## config.mk

```make
export PLATFORM = sky130hd
export DESIGN_NAME = hazard_ctrl
export DESIGN_NICKNAME = d
export VERILOG_FILES = /design/src/rtl/core_pkg.sv /design/src/rtl/fwd_unit.sv /design/src/rtl/hazard_ctrl.sv
export SDC_FILE = /design/constraint.sdc
export NUM_CORES = 1
export LEC_CHECK = 0
export CAP_MARGIN = 20
export CORE_UTILIZATION = 45
export CTS_CLUSTER_SIZE = 10
export DETAILED_ROUTE_END_ITERATION = 6
export GPL_ROUTABILITY_DRIVEN = 0
export PLACE_DENSITY_LB_ADDON = 0.05
export SETUP_SLACK_MARGIN = 0.2
export SLEW_MARGIN = 20
export SYNTH_ARGS = -nofsm -noshare
export SYNTH_HDL_FRONTEND = slang
export SYNTH_HIERARCHICAL = 1
export SYNTH_SLANG_ARGS = --single-unit
```

## constraint.sdc

```tcl
create_clock -name clk -period 6.15 [get_ports clk]
set_clock_uncertainty 0.2 [all_clocks]
set_input_delay 0.9225 -clock clk [delete_from_list [all_inputs] [get_ports clk]]
set_output_delay 0.9225 -clock clk [all_outputs]
set_load 0.005 [all_outputs]
```

## src/rtl/core_pkg.sv

```systemverilog
`default_nettype none
// ============================================================================
// Package     : core_pkg
// Description : Shared constants for the 5-stage core: opcodes, forwarding
//               select encodings, sequencing-controller states and the
//               source-register usage decode.
// Revision    : 1.0 - initial release
// ============================================================================
package core_pkg;

    // Base RV32I major opcodes
    localparam logic [6:0] OP_R      = 7'b0110011;
    localparam logic [6:0] OP_I      = 7'b0010011;
    localparam logic [6:0] OP_LOAD   = 7'b0000011;
    localparam logic [6:0] OP_STORE  = 7'b0100011;
    localparam logic [6:0] OP_BRANCH = 7'b1100011;
    localparam logic [6:0] OP_JAL    = 7'b1101111;
    localparam logic [6:0] OP_JALR   = 7'b1100111;
    localparam logic [6:0] OP_LUI    = 7'b0110111;
    localparam logic [6:0] OP_AUIPC  = 7'b0010111;

    // EX operand select encodings
    localparam logic [1:0] FWD_REG = 2'b00;
    localparam logic [1:0] FWD_WB  = 2'b01;
    localparam logic [1:0] FWD_MEM = 2'b10;

    // Sequencing-controller states
    localparam logic [0:0] ST_RUN      = 1'b0;
    localparam logic [0:0] ST_MDU_WAIT = 1'b1;

    // Instructions that read rs1 (register-register, store, branch, jalr, op-imm, load)
    function automatic logic uses_rs1(input logic [6:0] op);
        return (op == OP_R) || (op == OP_STORE) || (op == OP_BRANCH) ||
               (op == OP_JALR) || (op == OP_I) || (op == OP_LOAD);
    endfunction

    // Instructions that read rs2 (register-register, store, branch)
    function automatic logic uses_rs2(input logic [6:0] op);
        return (op == OP_R) || (op == OP_STORE) || (op == OP_BRANCH);
    endfunction

endpackage : core_pkg
`default_nettype wire

```

## src/rtl/fwd_unit.sv

```systemverilog
`default_nettype none
// ============================================================================
// Module      : fwd_unit
// Description : Purely combinational forwarding selects. EX operands prefer
//               the younger MEM result over WB; ID reads are bypassed from WB
//               because the register file is not write-through.
// Revision    : 1.0 - initial release
// ============================================================================
module fwd_unit
    import core_pkg::*;
(
    input  logic [4:0] rs1_ex_i,
    input  logic [4:0] rs2_ex_i,
    input  logic [4:0] rs1_id_i,
    input  logic [4:0] rs2_id_i,
    input  logic [4:0] rd_mem_i,
    input  logic [4:0] rd_wb_i,
    input  logic       regwrite_mem_i,
    input  logic       regwrite_wb_i,
    output logic [1:0] fwd_a_o,
    output logic [1:0] fwd_b_o,
    output logic       fwd_id_a_o,
    output logic       fwd_id_b_o
);

    // x0 is hardwired to zero, so a write to it never produces a forwardable value
    logic mem_live;
    logic wb_live;

    assign mem_live = regwrite_mem_i && (rd_mem_i != 5'd0);
    assign wb_live  = regwrite_wb_i  && (rd_wb_i  != 5'd0);

    // EX operand selects: MEM result is newer than WB, so it wins
    always_comb begin
        fwd_a_o = FWD_REG;
        if (mem_live && (rd_mem_i == rs1_ex_i)) begin
            fwd_a_o = FWD_MEM;
        end else if (wb_live && (rd_wb_i == rs1_ex_i)) begin
            fwd_a_o = FWD_WB;
        end

        fwd_b_o = FWD_REG;
        if (mem_live && (rd_mem_i == rs2_ex_i)) begin
            fwd_b_o = FWD_MEM;
        end else if (wb_live && (rd_wb_i == rs2_ex_i)) begin
            fwd_b_o = FWD_WB;
        end
    end

    assign fwd_id_a_o = wb_live && (rd_wb_i == rs1_id_i);
    assign fwd_id_b_o = wb_live && (rd_wb_i == rs2_id_i);

endmodule : fwd_unit
`default_nettype wire

```

## src/rtl/hazard_ctrl.sv

```systemverilog
`default_nettype none
// ============================================================================
// Module      : hazard_ctrl
// Description : Pipeline sequencing controller. Produces PC/IF_ID/ID_EX write
//               enables and bubble strobes for branch redirects, load-use
//               hazards and multi-cycle MDU operations (with timeout), the
//               forwarding selects, and saturating stall/flush counters.
// Revision    : 1.0 - initial release
// ============================================================================
module hazard_ctrl
    import core_pkg::*;
#(
    parameter int MDU_TIMEOUT = 64,
    parameter int CNT_W       = 16
) (
    input  logic             clk,
    input  logic             rst_n,
    input  logic [6:0]       OPCODE_ID,
    input  logic [4:0]       RS1_ID,
    input  logic [4:0]       RS2_ID,
    input  logic [4:0]       RS1_EX,
    input  logic [4:0]       RS2_EX,
    input  logic [4:0]       RD_EX,
    input  logic [4:0]       RD_MEM,
    input  logic [4:0]       RD_WB,
    input  logic             MemRead_EX,
    input  logic             RegWrite_EX,
    input  logic             RegWrite_MEM,
    input  logic             RegWrite_WB,
    input  logic             PCSrc_EX,
    input  logic             MDU_START_EX,
    input  logic             MDU_DONE,
    output logic             PC_WRITE,
    output logic             IF_ID_WRITE,
    output logic             ID_EX_WRITE,
    output logic             IF_ID_FLUSH,
    output logic             ID_EX_FLUSH,
    output logic             EX_MEM_FLUSH,
    output logic [1:0]       FWD_A,
    output logic [1:0]       FWD_B,
    output logic             FWD_ID_A,
    output logic             FWD_ID_B,
    output logic             MDU_ABORT,
    output logic [CNT_W-1:0] STALL_CNT,
    output logic [CNT_W-1:0] FLUSH_CNT
);

    // Wait counter only needs to reach MDU_TIMEOUT-1
    localparam int            TW   = (MDU_TIMEOUT > 2) ? $clog2(MDU_TIMEOUT) : 1;
    localparam logic [TW-1:0] TLIM = TW'(MDU_TIMEOUT - 1);

    logic [0:0]       state_q, state_d;
    logic [TW-1:0]    tcnt_q, tcnt_d;
    logic [CNT_W-1:0] stall_q, flush_q;

    logic             load_use;
    logic             stall_inc;
    logic             flush_inc;
    logic [1:0]       fwd_a, fwd_b;
    logic             fwd_id_a, fwd_id_b;

    // RegWrite_EX is carried for interface completeness; load-use uses MemRead_EX
    logic             unused_ok;
    assign unused_ok = RegWrite_EX;

    // Load in EX whose destination is read by the instruction in ID
    assign load_use = MemRead_EX && (RD_EX != 5'd0) &&
                      ((uses_rs1(OPCODE_ID) && (RD_EX == RS1_ID)) ||
                       (uses_rs2(OPCODE_ID) && (RD_EX == RS2_ID)));

    fwd_unit u_fwd (
        .rs1_ex_i       (RS1_EX),
        .rs2_ex_i       (RS2_EX),
        .rs1_id_i       (RS1_ID),
        .rs2_id_i       (RS2_ID),
        .rd_mem_i       (RD_MEM),
        .rd_wb_i        (RD_WB),
        .regwrite_mem_i (RegWrite_MEM),
        .regwrite_wb_i  (RegWrite_WB),
        .fwd_a_o        (fwd_a),
        .fwd_b_o        (fwd_b),
        .fwd_id_a_o     (fwd_id_a),
        .fwd_id_b_o     (fwd_id_b)
    );

    // Forwarding is independent of the FSM but held at regfile while in reset
    assign FWD_A    = rst_n ? fwd_a    : FWD_REG;
    assign FWD_B    = rst_n ? fwd_b    : FWD_REG;
    assign FWD_ID_A = rst_n && fwd_id_a;
    assign FWD_ID_B = rst_n && fwd_id_b;

    // State and MDU wait counter registers
    always_ff @(posedge clk or negedge rst_n) begin
        if (!rst_n) begin
            state_q <= ST_RUN;
            tcnt_q  <= '0;
        end else begin
            state_q <= state_d;
            tcnt_q  <= tcnt_d;
        end
    end

    // Next state: branch redirect outranks MDU issue; DONE outranks timeout
    always_comb begin
        state_d = state_q;
        tcnt_d  = tcnt_q;
        case (state_q)
            ST_RUN: begin
                if (!PCSrc_EX && MDU_START_EX) begin
                    state_d = ST_MDU_WAIT;
                    tcnt_d  = '0;
                end
            end
            ST_MDU_WAIT: begin
                if (MDU_DONE || (tcnt_q == TLIM)) begin
                    state_d = ST_RUN;
                end else begin
                    tcnt_d = tcnt_q + 1'b1;
                end
            end
            default: state_d = ST_RUN;
        endcase
    end

    // Strobes and counter increments, all zero-latency from current inputs
    always_comb begin
        PC_WRITE     = 1'b1;
        IF_ID_WRITE  = 1'b1;
        ID_EX_WRITE  = 1'b1;
        IF_ID_FLUSH  = 1'b0;
        ID_EX_FLUSH  = 1'b0;
        EX_MEM_FLUSH = 1'b0;
        MDU_ABORT    = 1'b0;
        stall_inc    = 1'b0;
        flush_inc    = 1'b0;
        if (!rst_n) begin
            PC_WRITE     = 1'b0;
            IF_ID_WRITE  = 1'b0;
            ID_EX_WRITE  = 1'b0;
            IF_ID_FLUSH  = 1'b1;
            ID_EX_FLUSH  = 1'b1;
            EX_MEM_FLUSH = 1'b1;
        end else begin
            case (state_q)
                ST_RUN: begin
                    if (PCSrc_EX) begin
                        IF_ID_FLUSH = 1'b1;
                        ID_EX_FLUSH = 1'b1;
                        flush_inc   = 1'b1;
                    end else if (MDU_START_EX) begin
                        // Issue cycle proceeds normally; the freeze starts next cycle
                    end else if (load_use) begin
                        PC_WRITE    = 1'b0;
                        IF_ID_WRITE = 1'b0;
                        ID_EX_FLUSH = 1'b1;
                        stall_inc   = 1'b1;
                    end
                end
                ST_MDU_WAIT: begin
                    if (MDU_DONE) begin
                        // Release with normal strobes
                    end else if (tcnt_q == TLIM) begin
                        MDU_ABORT = 1'b1;
                    end else begin
                        PC_WRITE     = 1'b0;
                        IF_ID_WRITE  = 1'b0;
                        ID_EX_WRITE  = 1'b0;
                        EX_MEM_FLUSH = 1'b1;
                        stall_inc    = 1'b1;
                    end
                end
                default: ;
            endcase
        end
    end

    // Saturating performance counters
    always_ff @(posedge clk or negedge rst_n) begin
        if (!rst_n) begin
            stall_q <= '0;
            flush_q <= '0;
        end else begin
            if (stall_inc && (stall_q != '1)) begin
                stall_q <= stall_q + 1'b1;
            end
            if (flush_inc && (flush_q != '1)) begin
                flush_q <= flush_q + 1'b1;
            end
        end
    end

    assign STALL_CNT = stall_q;
    assign FLUSH_CNT = flush_q;

endmodule : hazard_ctrl
`default_nettype wire

```

==> Word level (Yosys, flattened, before mapping) <==
Cells that the tools add are included.
{ "totals": {"regBits": 39, "inputBits": 51, "out_inout_bits": 45, "word_cells": 96} }
{ "op_classes": {"add_sub_neg": 3, "eq_ne": 19, "muxes": 40, "bitwise": 1, "n_reduce_logical": 29} }
{ "ops": {"columns": ["cell", "n"], "rows": [
  ["== test 5 bit", 8],
  ["adder 16 x 1 -> 16 bit (second input constant)", 2],
  ["!= test 16 bit (second input constant)", 2],
  ["2-to-1 mux 1 bit", 30],
  ["logical AND 1 bit", 17],
  ["nonzero test 5 bit", 3],
  ["== test 7 x 6 -> 1 bit (second input constant)", 2],
  ["== test 7 bit (second input constant)", 2],
  ["2-to-1 mux 6 bit", 2],
  ["case mux 6 bit (2 select lines)", 1],
  ["2-to-1 mux 2 bit", 4],
  ["== test 7 x 2 -> 1 bit (second input constant)", 1],
  ["== test 7 x 5 -> 1 bit (second input constant)", 1],
  ["logical OR 1 bit", 7],
  ["adder 6 x 1 -> 6 bit (second input constant)", 1],
  ["== test 6 bit (second input constant)", 1],
  ["case mux 1 bit (2 select lines)", 3],
  ["!= test 2 bit (second input constant)", 2],
  ["AND reduction 2 bit", 1],
  ["logical NOT 1 bit", 1],
  ["NOT 1 bit", 1]
]} }

==> Longest topological paths before layout <==
{ "logic_depth": {"ltp_word": 15, "ltp_mapped": 9, "mapped_depth_nobuf": 7} }

==> Hierarchy <==
Netlist, hierarchy kept.
{ "by_module_without_submodules": {"columns": ["mod", "n_inst", "cells_per_inst", "area_per_inst_um2", "seq_area_each_um2"], "rows": [
  ["hazard_ctrl", 1, 219, 2294.7, 975.9],
  ["fwd_unit", 1, 53, 401.6, 0.0]
]} }

==> Least setup slack after synthesis <==
Ideal clock, no wire load.
{ "synth_timing": {"path_kind": "input -> output", "start": "in RD_EX[2]", "end": "out PC_WRITE", "t_arrival_ps": 2260, "required_ps": 5027, "setup_slack_ps": 2767, "stages": 7, "path_buffers": 1, "cell_sequence": "xor2_1 > a2111oi_4 > nand3_2 > o31ai_1 > nand3b_1 > o31a_1 > buf_4"} }
{ "synth_between": {"elab_chain_len": 9, "word_cells_on_any_way": 13, "classes_between": "eq/ne (2); mux (5); reduce/logical (6)"} }
{ "synth_rtl": {"columns": ["element", "line", "source"], "rows": [
  ["start: declaration", "hazard_ctrl.sv:23", "input logic [4:0] RD_EX,"],
  ["== test 5 bit (on tied branches)", "hazard_ctrl.sv:68, hazard_ctrl.sv:69", null],
  ["logical AND 1 bit (on tied branches)", "hazard_ctrl.sv:68, hazard_ctrl.sv:69", null],
  ["logical OR 1 bit", "hazard_ctrl.sv:68", "((uses_rs1(OPCODE_ID) && (RD_EX == RS1_ID)) ||"],
  ["logical AND 1 bit *", "hazard_ctrl.sv:67", "assign load_use = MemRead_EX && (RD_EX != 5'd0) &&"],
  ["2-to-1 mux 1 bit * (3 in series)", null, null],
  ["case mux 1 bit (2 select lines) *", null, null],
  ["2-to-1 mux 1 bit *", null, null],
  ["end: declaration", "hazard_ctrl.sv:33", "output logic PC_WRITE,"]
]} }
Every way passes the cells marked *; elsewhere a longest branch is shown, timed or not.

==> Worst setup path after layout <==
{ "layout_timing": {"start": "in RD_EX[2]", "end": "out IF_ID_WRITE"} }
{ "layout_between": {"elab_chain_len": 9, "word_cells_on_any_way": 13, "classes_between": "eq/ne (2); mux (5); reduce/logical (6)"} }
{ "layout_rtl": {"columns": ["element", "line", "source"], "rows": [
  ["== test 5 bit (on tied branches)", "hazard_ctrl.sv:68, hazard_ctrl.sv:69", null],
  ["logical AND 1 bit (on tied branches)", "hazard_ctrl.sv:68, hazard_ctrl.sv:69", null],
  ["logical OR 1 bit", "hazard_ctrl.sv:68", null],
  ["logical AND 1 bit *", "hazard_ctrl.sv:67", null],
  ["2-to-1 mux 1 bit *", "hazard_ctrl.sv:152", "end else if (load_use) begin"],
  ["2-to-1 mux 1 bit *", "hazard_ctrl.sv:150", "end else if (MDU_START_EX) begin"],
  ["2-to-1 mux 1 bit *", "hazard_ctrl.sv:146", "if (PCSrc_EX) begin"],
  ["case mux 1 bit (2 select lines) *", "hazard_ctrl.sv:144", "case (state_q)"],
  ["2-to-1 mux 1 bit *", "hazard_ctrl.sv:136", "if (!rst_n) begin"],
  ["end: declaration", "hazard_ctrl.sv:34", "output logic IF_ID_WRITE,"]
]} }
Marked as above.

==> summary.md <==
Buffers inserted during clock tree synthesis total 5. Final hold analysis gives a worst-case slack of 0.291 ns. In the post-route analysis, the smallest setup slack over all paths is 1.87 ns.

The final layout contains routed wiring with a total length of 6200 µm. STA puts the critical path data arrival time at 3.16 ns. The final-report max-slew violation count came out at 0.

The worst setup slack after placement was 1.87 ns. The tools report the startpoint of the lowest-slack register-to-register path as tcnt_q[0]$_DFFE_PN0P_. Headroom to the max-slew limit came out at 55.2%.

For the HPWL reported at the end of detailed placement, the log shows 4980 µm. The floorplan step defined a die boundary enclosing 0.00631 mm². In the layout the commonest cells are sky130_fd_sc_hd__clkdlybuf4s50_1, sky130_fd_sc_hd__xnor2_1, sky130_fd_sc_hd__dfrtp_1.

The post-synthesis share of cell area spent on full adders, half adders and majority gates is 1.39%. The startpoint identified for the worst hold timing path is FLUSH_CNT[15]$_DFFE_PN0P_. For the initial antenna violation count, the log shows 0. The number of I/O port buffers works out to 94. The count of H-tree levels built during CTS was 2. In this run, distinct cell masters in the synthesized netlist total 49. The slowest stage of the critical path is the sky130_fd_sc_hd__clkdlybuf4s50_1 cell.

Compound-cell area share of the yosys netlist: 7.70%. Dividing the detail-routed via count by the number of cells gives 5.27. The post-CTS setup repair buffer count was 0; the sum of buffers and inverters on the critical path was 2. The logs give 2256 for the via count of the first global-routing pass and 27.3% for the clock share of power.

The main combinational cell family by area after synthesis is simple AND/OR/NAND/NOR gates. The clock root buffer was sky130_fd_sc_hd__clkbuf_8. The synthesized netlist devotes 23.7% of its cell area to XOR and XNOR gates. The initial cell density of the core was 47.8%; the maximum fanout encountered on the critical timing path was 3. The number of antenna diodes in the final layout is 0.

Dividing the detail-routed wire length by the instance count gives 14.2 µm. After Yosys synthesis, and, or, nand and nor cells account for 26.6% of the synthesized area. The synthesized design contains 39 register bits.

For the total clock sinks, the log shows 39. The analysis attributes to cell leakage a power of 0.00149 µW. The commonest non-fill, non-tap cell in the layout is sky130_fd_sc_hd__clkdlybuf4s50_1. Once detail routing completed, the nets flagged for antenna violations numbered 0. After layout, the worst path uses 69.6% of the clock period. In this run the count of I/O pins placed on the die edge is 96. Setup violations remaining at the end of the flow were counted as 0.

For the reported net switching power, the log shows 208 µW. The maximum frequency from static timing analysis is 0.233 GHz. The endpoint class of the critical path was an output port. The worst register-to-register path has a depth of 7.

The critical path goes through clkdlybuf4s50_1 > xor2_1 > a2111oi_4 > nand3_2 > o31ai_1 > nand3b_1 > o31a_1 > clkdlybuf4s50_1. The post-cts hold buffer count is 0. The total power per unit cell area is 189 mW/mm², and the leftover overflow at the end of global routing is 0. The area of the core is 0.00564 mm², and the total nets after synthesis is 326.

In this run, post-CTS repair resized a total of 0 instances. At the worst endpoint, the required time is 5.03 ns. The cell area that synthesis handed to floorplanning was 0.00270 mm². In the final design database the tool counted 418 nets. The maximum number of pins on one net before global-route repair is 31, and the final standard cell utilization of the core is 66.7%. Most common flop cell mapped by yosys: sky130_fd_sc_hd__dfrtp_1. The die extent in y came out at 79.4 µm. The switching part of the total power is 29.2%. The number of iterations in the first detailed-routing pass is 4.

The final hold violation count was 0. The cell count of the worst hold path is 1. The number of violations reported at the end of detailed-routing iteration 0 is 96, and the multiplexer share of the synthesized area is 0.974%. Relative to the synthesized area, the layout overhead comes to 39.6%.

In this design, the largest share of critical-path delay is due to buffers and inverters. Number of enable flip-flop cells after synthesis: 0. The post-route netlist has 9.86% of its cells at a drive strength greater than 1.

Power share of the combinational group: 27.9%. Type of the worst setup path: in -> out. The filler cells instantiated in the layout total 460. Worst hold-check path type: reg -> reg. The share of synthesized area occupied by flip-flops and latches was 36.2%; the final routed DRC violation total was 0. TritonCTS built the clock tree. Across every metal layer, demand over resource in global routing totals 21.3%. After synthesis, the mean cell area works out to 9.91 µm². Row generation in the floorplan step produced 27 rows. In this run the register-to-register setup slack is 3.57 ns. The endpoint identified for the worst register-to-register timing path is STALL_CNT[1]$_DFFE_PN0P_. The run finished with clean final reports.

The highest cell delay on the worst timing path is 0.46 ns. Setup total negative slack on the finished layout was measured at 0 ns. At the pin with the least slew margin, the transition time is 0.670 ns. Max-cap violations in this run came to 0.

Of all flip-flops after synthesis, the portion carrying an async set or reset was 100%. After clock tree synthesis, the clock-pin slew on the worst setup and hold paths is 0.08 ns. Setup repair after global routing left no endpoint under its margin. For the Yosys warning count, the log shows 6. The sort of element at the start of the critical path is a primary input.

Total internal power: 505 µW. In this design, the critical path's most frequently occurring cell is sky130_fd_sc_hd__clkdlybuf4s50_1. The clock period minus final worst setup slack came out at 4.28 ns. Worst hold endpoint: FLUSH_CNT[15]$_DFFE_PN0P_. The total via count in the routed design was 2303; the cell count after synthesis was 272. The worst-case IR drop observed on VDD is 0.000135 V. The deepest clock path buffer count was 2.

The first global-routing pass estimated 10500 µm of wire. In this run, flip-flops and latches consume 44.8% of the power. The overall die width was 79.4 µm; the clock insertion delay at the later pin of the skew report was 0.29 ns.
## metrics by stage
step	instances	total power [µW]	cell area [µm²]
3_5_place_dp	429	525	3660
4_1_cts	437	721	3760
3_3_place_gp	429	520	3660
5_1_grt	437	755	3760
6_report	437	713	3760
2_1_floorplan	272	412	2700
## cells by family after synthesis
kind of cell    after synthesis
simple gates                118
mux                           2
compound gates               21
flops                        39
xor+xnor                     73
fa+ha+maj                     3
buf+inv                      16
## cell type report
class | count | area (µm²) | share of cell area (%)
Tap cell | 72 | 90.1 | 2.39
Clock inverter | 1 | 7.51 | 0.199
Multi-Input combinational cell | 217 | 1630 | 43.3
Sequential cell | 39 | 976 | 25.9
Inverter | 6 | 22.5 | 0.598
Clock buffer | 7 | 96.3 | 2.56
Timing Repair Buffer | 95 | 943 | 25.1
## flip-flops by register name, indices dropped and copies added, names as in the netlist
register   count
state_q        1
tcnt_q         6
STALL_CNT     16
FLUSH_CNT     16
## per-layer routing
metal,wire [µm],global-route usage (%)
met1,2720,26.6
met3,298,4.57
met2,3080,36.4
met5,0,0
met4,103,6.73
## power by group through the flow
stage / logic (µW) / registers, µW / clock network (µW)
2_1_floorplan: 92.1 / 320 / 0
3_3_place_gp: 196 / 324 / 0
3_5_place_dp: 201 / 325 / 0
4_1_cts: 202 / 320 / 198
5_1_grt: 219 / 326 / 211
6_report: 199 / 320 / 194
## worst max-delay path by stage
stage	start	end	cells past startpoint
global route	RD_EX[2]	PC_WRITE	8
finish	RD_EX[2]	IF_ID_WRITE	8
floorplan	RD_EX[2]	PC_WRITE	7
CTS	RD_EX[2]	IF_ID_WRITE	8
global placement	RD_EX[2]	PC_WRITE	8
detailed placement	RD_EX[2]	IF_ID_WRITE	8
## synth_stat cells, types with 2 or more instances
cell	count	share of area, %
sky130_fd_sc_hd__nand2_1	19	2.6
sky130_fd_sc_hd__nor2b_1	5	1.2
sky130_fd_sc_hd__xnor2_1	45	15
sky130_fd_sc_hd__ha_1	3	1.4
sky130_fd_sc_hd__nor4_1	6	1.4
sky130_fd_sc_hd__nor3_1	6	1.1
sky130_fd_sc_hd__o21ai_2	2	0.65
sky130_fd_sc_hd__nand4_1	9	2.1
sky130_fd_sc_hd__and2_1	7	1.6
sky130_fd_sc_hd__and3_1	8	1.9
sky130_fd_sc_hd__dfrtp_1	39	36
sky130_fd_sc_hd__nor3_2	2	0.74
sky130_fd_sc_hd__a21oi_1	3	0.56
sky130_fd_sc_hd__nand2b_1	2	0.46
sky130_fd_sc_hd__o21ai_0	5	0.93
sky130_fd_sc_hd__or4_1	3	0.84
sky130_fd_sc_hd__nor2_1	10	1.4
sky130_fd_sc_hd__nand3_1	20	3.7
sky130_fd_sc_hd__xor2_1	28	9.1
sky130_fd_sc_hd__inv_1	6	0.84
sky130_fd_sc_hd__or3_1	2	0.46
sky130_fd_sc_hd__nand3_2	11	4.1
sky130_fd_sc_hd__buf_2	2	0.37
sky130_fd_sc_hd__clkbuf_1	4	0.56
No activity file was read; power rests on OpenSTA's default activity.
